`config.mk`:
```
export PLATFORM = sky130hd
export DESIGN_NAME = ptn_seq_sel
export DESIGN_NICKNAME = d
export VERILOG_FILES = /design/src/rtl/ptn_seq_sel.sv
export SDC_FILE = /design/constraint.sdc
export NUM_CORES = 1
export LEC_CHECK = 0
export BUFFER_PORTS_ARGS = -buffer_cell sky130_fd_sc_hd__buf_4
export CAP_MARGIN = 40
export CELL_PAD_IN_SITES_DETAIL_PLACEMENT = 1
export CELL_PAD_IN_SITES_GLOBAL_PLACEMENT = 1
export CORE_MARGIN = 4
export CORE_UTILIZATION = 29
export CTS_BUF_LIST = sky130_fd_sc_hd__clkbuf_8
export DETAILED_ROUTE_END_ITERATION = 10
export PLACE_DENSITY = 0.88
export SLEW_MARGIN = 0
export SYNTH_ARGS = -nofsm -noshare
export SYNTH_HDL_FRONTEND = slang
export SYNTH_SLANG_ARGS = --single-unit
```
`constraint.sdc`:
```
create_clock -name clk -period 2.13 [get_ports clk]
set_input_delay 0.426 -clock clk [delete_from_list [all_inputs] [get_ports clk]]
set_output_delay 0.426 -clock clk [all_outputs]
set_load 0.01 [all_outputs]
```
`src/rtl/ptn_seq_sel.sv`:
```
// Selects one of NUM_PTN column patterns by manual code or timed auto cycling, blanking on every change.
// col/idx/chg are registered: one cycle from input to output, no backpressure.
module ptn_seq_sel #(
    parameter int W       = 16,
    parameter int NUM_PTN = 6,
    parameter int BASE    = 4,
    parameter int DEF_IDX = NUM_PTN - 1,
    parameter int DWELL   = 1000,
    parameter int BLANK   = 2
) (
    input  logic                       clk,
    input  logic                       rst,
    input  logic [3:0]                 mode,
    input  logic                       auto,
    input  logic                       dir,
    input  logic [NUM_PTN*W-1:0]       ptn_bus,
    output logic [W-1:0]               col,
    output logic [$clog2(NUM_PTN)-1:0] idx,
    output logic                       chg
);
    localparam int IW = $clog2(NUM_PTN);
    localparam int DW = (DWELL > 1) ? $clog2(DWELL) : 1;
    localparam int BW = (BLANK > 0) ? $clog2(BLANK + 1) : 1;

    localparam logic [IW-1:0] LAST_IDX   = IW'(NUM_PTN - 1);
    localparam logic [IW-1:0] RST_IDX    = IW'(DEF_IDX);
    localparam logic [DW-1:0] DWELL_LAST = DW'(DWELL - 1);
    localparam logic [BW-1:0] BLANK_LAST = BW'((BLANK > 0) ? BLANK - 1 : 0);

    typedef enum logic [0:0] {
        ST_SHOW  = 1'b0,
        ST_BLANK = 1'b1
    } state_t;

    state_t        state, nxt_state;
    logic [DW-1:0] dwell_cnt, nxt_dwell;
    logic [BW-1:0] blank_cnt, nxt_blank;
    logic [IW-1:0] nxt_idx, tgt, req;
    logic [W-1:0]  nxt_col;
    logic          take, mode_ok;
    logic [W-1:0]  ptn [NUM_PTN];

    always_comb begin
        for (int k = 0; k < NUM_PTN; k++) begin
            ptn[k] = ptn_bus[k*W +: W];
        end
    end

    assign mode_ok = (int'(mode) >= BASE) && (int'(mode) <= BASE + NUM_PTN - 1);
    assign req     = IW'(int'(mode) - BASE);

    always_ff @(posedge clk) begin
        if (rst) begin
            state     <= ST_SHOW;
            idx       <= RST_IDX;
            col       <= '0;
            chg       <= 1'b0;
            dwell_cnt <= '0;
            blank_cnt <= '0;
        end else begin
            state     <= nxt_state;
            idx       <= nxt_idx;
            col       <= nxt_col;
            chg       <= take;
            dwell_cnt <= nxt_dwell;
            blank_cnt <= nxt_blank;
        end
    end

    always_comb begin
        nxt_state = state;
        nxt_idx   = idx;
        nxt_dwell = '0;
        nxt_blank = blank_cnt;
        take      = 1'b0;
        tgt       = idx;

        // Dwell only advances on SHOW cycles in auto mode; it sits at 0 otherwise.
        if (auto) begin
            if (state == ST_SHOW) begin
                if (dwell_cnt == DWELL_LAST) begin
                    take = 1'b1;
                    if (dir) begin
                        tgt = (idx == '0) ? LAST_IDX : idx - IW'(1);
                    end else begin
                        tgt = (idx == LAST_IDX) ? '0 : idx + IW'(1);
                    end
                end else begin
                    nxt_dwell = dwell_cnt + DW'(1);
                end
            end
        end else if (mode_ok && (req != idx)) begin
            take = 1'b1;
            tgt  = req;
        end

        if (take) begin
            nxt_idx = tgt;
            if (BLANK > 0) begin
                nxt_state = ST_BLANK;
                nxt_blank = '0;
            end
        end else if (state == ST_BLANK) begin
            if (blank_cnt == BLANK_LAST) begin
                nxt_state = ST_SHOW;
                nxt_blank = '0;
            end else begin
                nxt_blank = blank_cnt + BW'(1);
            end
        end

        nxt_col = (nxt_state == ST_SHOW) ? ptn[nxt_idx] : '0;
    end
endmodule

```
==> impl_metrics.py <==
metrics = {
    "floorplan": {
        "dieWidth_um": 95.14,
        "core_mm2": 0.007331,
        "die_area_mm2": 0.009052,
        "die_h_um": 95.14,
        "num_io_pins": 124,
        "placement_rows": 31,
        "start_util_pct": 30.04,
    },
    "setup_path": {
        "crit_top_cell": "buf_6",
        "rr_endpoint": "col[0]",
        "cp-start-kind": "register",
        "crit_chain": "ha_4, nand4b_4, or4_4, buf_6, o22a_4, buf_4, nand4_1, buf_6, o221ai_1",
        "cp.arrival_ns": 2.51,
        "regToRegSetupSlack_ns": -0.23,
        "cp_slowest_cell": "or4_4",
        "path_delay_family": "simple AND/OR/NAND/NOR gates",
        "required_ns": 2.28,
        "reg2reg_depth": 9,
        "critPathCaptureType": "register",
        "worstSetupPathType": "register to register",
        "timing.critical_path.buf_inv": 3,
        "cpPeakStageDelay_ns": 0.54,
        "r2r-start": "dwell_cnt[1]",
        "cp_max_fo": 10,
    },
    "global_route": {
        "antenna_found_initial": 0,
        "grt_use_total_pct": 21.94,
        "grt_pass1_wl_um": 15040,
        "first_global_vias": 2809,
        "overflow": 0,
        "grt_max_degree": 35,
    },
    "finish": {
        "diodes": 0,
        "final_nets": 505,
        "drive_gt1_share_pct": 54.25,
        "fin_area_mm2": 0.003929,
        "syn_to_final_growth_pct": 78.41,
        "layout.cells.non_filler": 499,
    },
    "route": {
        "vias_per_cell": 5.427,
        "drt_iter0_markers": 201,
        "routed-wl-met3_um": 660,
        "m1WireLength_um": 4167,
        "ant_nets": 0,
        "wl_per_cell_um": 22.64,
        "wl_met2_um": 5983,
        "top_layer_used": "met4",
        "drc": 0,
        "drt_wl_total_um": 11300,
        "vias": 2708,
        "firstDrtPassIters": 4,
    },
    "timing": {
        "worst_slack_ns": -0.2321,
        "drv_slew": 0,
        "setup_tns_ns": -2.654,
        "hold_ws_ns": 0.3904,
        "tightestPinTransition_ns": 0.4008,
        "fin_skew_ns": 0.01026,
        "rsz0062_at_grt": "true",
        "max-slew-margin-rel_pct": 73.04,
        "finalHoldViolCount": 0,
        "fmax_mhz": 423.4,
        "setup_viol": 16,
        "post-route-min-period_ns": 2.362,
        "post-route-period-util_pct": 110.9,
    },
    "cts": {
        "cts_root_buf": "clkbuf_8",
        "htreeDepth": 2,
        "cts_hold_buf": 0,
        "cts_num_sinks": 33,
        "cts_buffers": 5,
        "clk_pin_slew_worst_paths_ns": 0.07,
        "clockBufferDepth": 2,
        "insertion_delay_ns": 0.29,
        "cts_tree": "done",
    },
    "hold_path": {
        "whs_path_depth": 2,
        "min-delay-start": "rst",
        "min_path_type": "input port to register",
        "whs_endpoint": "idx[1]",
    },
    "place": {
        "dpl_cell_area_mm2": 0.003467,
        "hpwl_um": 7216,
        "dpl.cell_count": 478,
        "port-buffer-count": 123,
        "routabilityCongestion": 0.8595,
    },
    "logic_synthesis": {
        "yosysWarnings": 0,
        "synth_xor_area_share_pct": 4.375,
        "synth.distinct_cells": 43,
        "yosys.area_share.adder_pct": 1.136,
        "synth_top_family_by_area": "compound AO/OA/AOI/OAI gates",
        "yosys.area_share.simple_pct": 19.60,
        "syn-num-nets": 345,
        "muxShareOfSynthArea_pct": 14.55,
        "ys_seq_area_share_pct": 30.00,
        "synth.avg_cell_area_um2": 9.214,
        "synth_cells": 239,
        "ys_ff_latch": 33,
        "synth_area_mm2": 0.002202,
        "synth_compound_area_share_pct": 24.72,
    },
    "pwr": {
        "leakagePower_nw": 1.711,
        "cellPowerDensity_mw_per_mm2": 449.4,
        "ir_drop_v": 0.0001934,
    },
    "flow_run": {
        "drv_cap": 0,
    },
    "status": {
        "status": "complete, but fails checks",
        "failed_checks": "negative setup slack",
    },
}
## synth_stat cells, drive strengths merged
cell | count | area, um^2
nand2 | 8 | 37.54
o211a | 1 | 10.01
dfxtp | 33 | 660.6
buf | 11 | 86.33
nor4 | 1 | 6.260
o32ai | 2 | 25.03
nor3 | 5 | 25.02
a21boi | 16 | 120.1
nor3b | 2 | 15.01
mux2i | 32 | 320.3
ha | 2 | 25.02
o221ai | 17 | 155.1
inv | 2 | 7.510
nand2b | 5 | 38.78
nand4b | 1 | 23.77
nor2b | 2 | 12.51
or3 | 2 | 12.51
or2 | 2 | 12.51
o211ai | 17 | 132.6
o22a | 1 | 17.52
a21bo | 1 | 10.01
and4bb | 1 | 12.51
o21ai | 5 | 28.78
nor2 | 14 | 52.55
clkbuf | 8 | 30.03
o21bai | 2 | 15.01
or4 | 1 | 11.26
xor2 | 5 | 43.79
nand3b | 1 | 7.510
a21oi | 6 | 30.03
xnor2 | 6 | 52.55
and3b | 1 | 8.760
nand4 | 1 | 6.260
nand3 | 6 | 30.03
and3 | 19 | 118.9
## metal layers
metal / vias to the layer above / GRT usage (%)
li1: 1235 / -
met1: 1314 / 25.42
met2: 126 / 39.83
met3: 33 / 3.631
met4: 0 / 8.654
met5: - / 0
## metrics by stage
step                      worst slack [ns]  util (%)  total power, W
final                              -0.2321     53.59        0.001766
after global routing               -0.2858     53.59        0.001833
after CTS                          -0.1260     51.02        0.001700
after detailed placement           -0.2042     47.29        0.001206
after global placement             -0.1330     47.29        0.001187
after floorplan                   0.008216         -       0.0008991
## worst max-delay path by stage
stage | start | to | slack [ns] | cells after the start
2_1_floorplan | idx[0] | col[0] | 0.008 | 9
3_3_place_gp | dir | col[1] | -0.13 | 8
3_5_place_dp | mode[2] | col[5] | -0.20 | 8
4_1_cts | dwell_cnt[0] | col[0] | -0.13 | 9
5_1_grt | dwell_cnt[1] | col[1] | -0.29 | 9
6_report | dwell_cnt[1] | col[0] | -0.23 | 9
## area by class of cell
class | instances | area, um^2
fill | 838 | 3402
multi-input combinational | 187 | 1663
timing repair buffer | 170 | 1390
sequential | 33 | 664.4
tap | 99 | 123.9
clock buffer | 5 | 68.82
clock inverter | 3 | 11.26
inverter | 2 | 7.507
## timing repair
| action | CTS | global route |
|---|---|---|
| endpoints found under the hold margin | 0 | 0 |
| gates cloned | 3 | 1 |
| buffers inserted | 6 | 3 |
| resized for setup | 20 | 24 |
| endpoints found under the setup margin | 16 | 16 |
| pin swaps | 20 | 9 |
## report_power, final
| group | leakage [nW] | internal [W] | switching, W | total (W) |
|---|---|---|---|---|
| Combinational | 1.39 | 0.000357 | 0.000276 | 0.000633 |
| Sequential | 0.270 | 0.000658 | 0.0000188 | 0.000677 |
| Clock | 0.0519 | 0.000218 | 0.000238 | 0.000456 |
| Total | 1.71 | 0.00123 | 0.000533 | 0.00177 |
## cells in the final DEF (no fill, tap or decap), types with 3 or more instances in the layout
cell	instances
xor2_1	3
dfxtp_1	30
nand3_1	6
nor2_1	14
mux2i_1	24
o221ai_2	5
o22a_4	3
nand2b_1	4
buf_6	7
nor3_1	4
buf_12	4
o211ai_1	16
mux2i_2	6
clkbuf_8	5
nand2_1	7
a21boi_0	15
buf_4	157
and3_1	15
xnor2_1	5
o221ai_1	11
dfxtp_2	3
and3_4	4
o21ai_0	4
a21oi_1	6
inv_1	5
## kinds of logic after synthesis
| family | Yosys count |
|---|---|
| simple gates | 72 |
| compound gates | 68 |
| flops | 33 |
| mux | 32 |
| buf+inv | 21 |
| xor+xnor | 11 |
| fa+ha+maj | 2 |
## worst reg2reg max path, cell delays in order, from the launching register on
cell and delay (ns):
dfxtp_2 0.35, ha_4 0.15, nand4b_4 0.11, or4_4 0.54, buf_6 0.16, o22a_4 0.22
buf_4 0.15, nand4_1 0.19, buf_6 0.20, o221ai_1 0.16
## registers in the layout, indices dropped and copies added, names as in the netlist
register,count
blank_cnt,2
chg,1
col,16
dwell_cnt,10
idx,3
state,1
No activity file was read; power rests on OpenSTA's default activity.
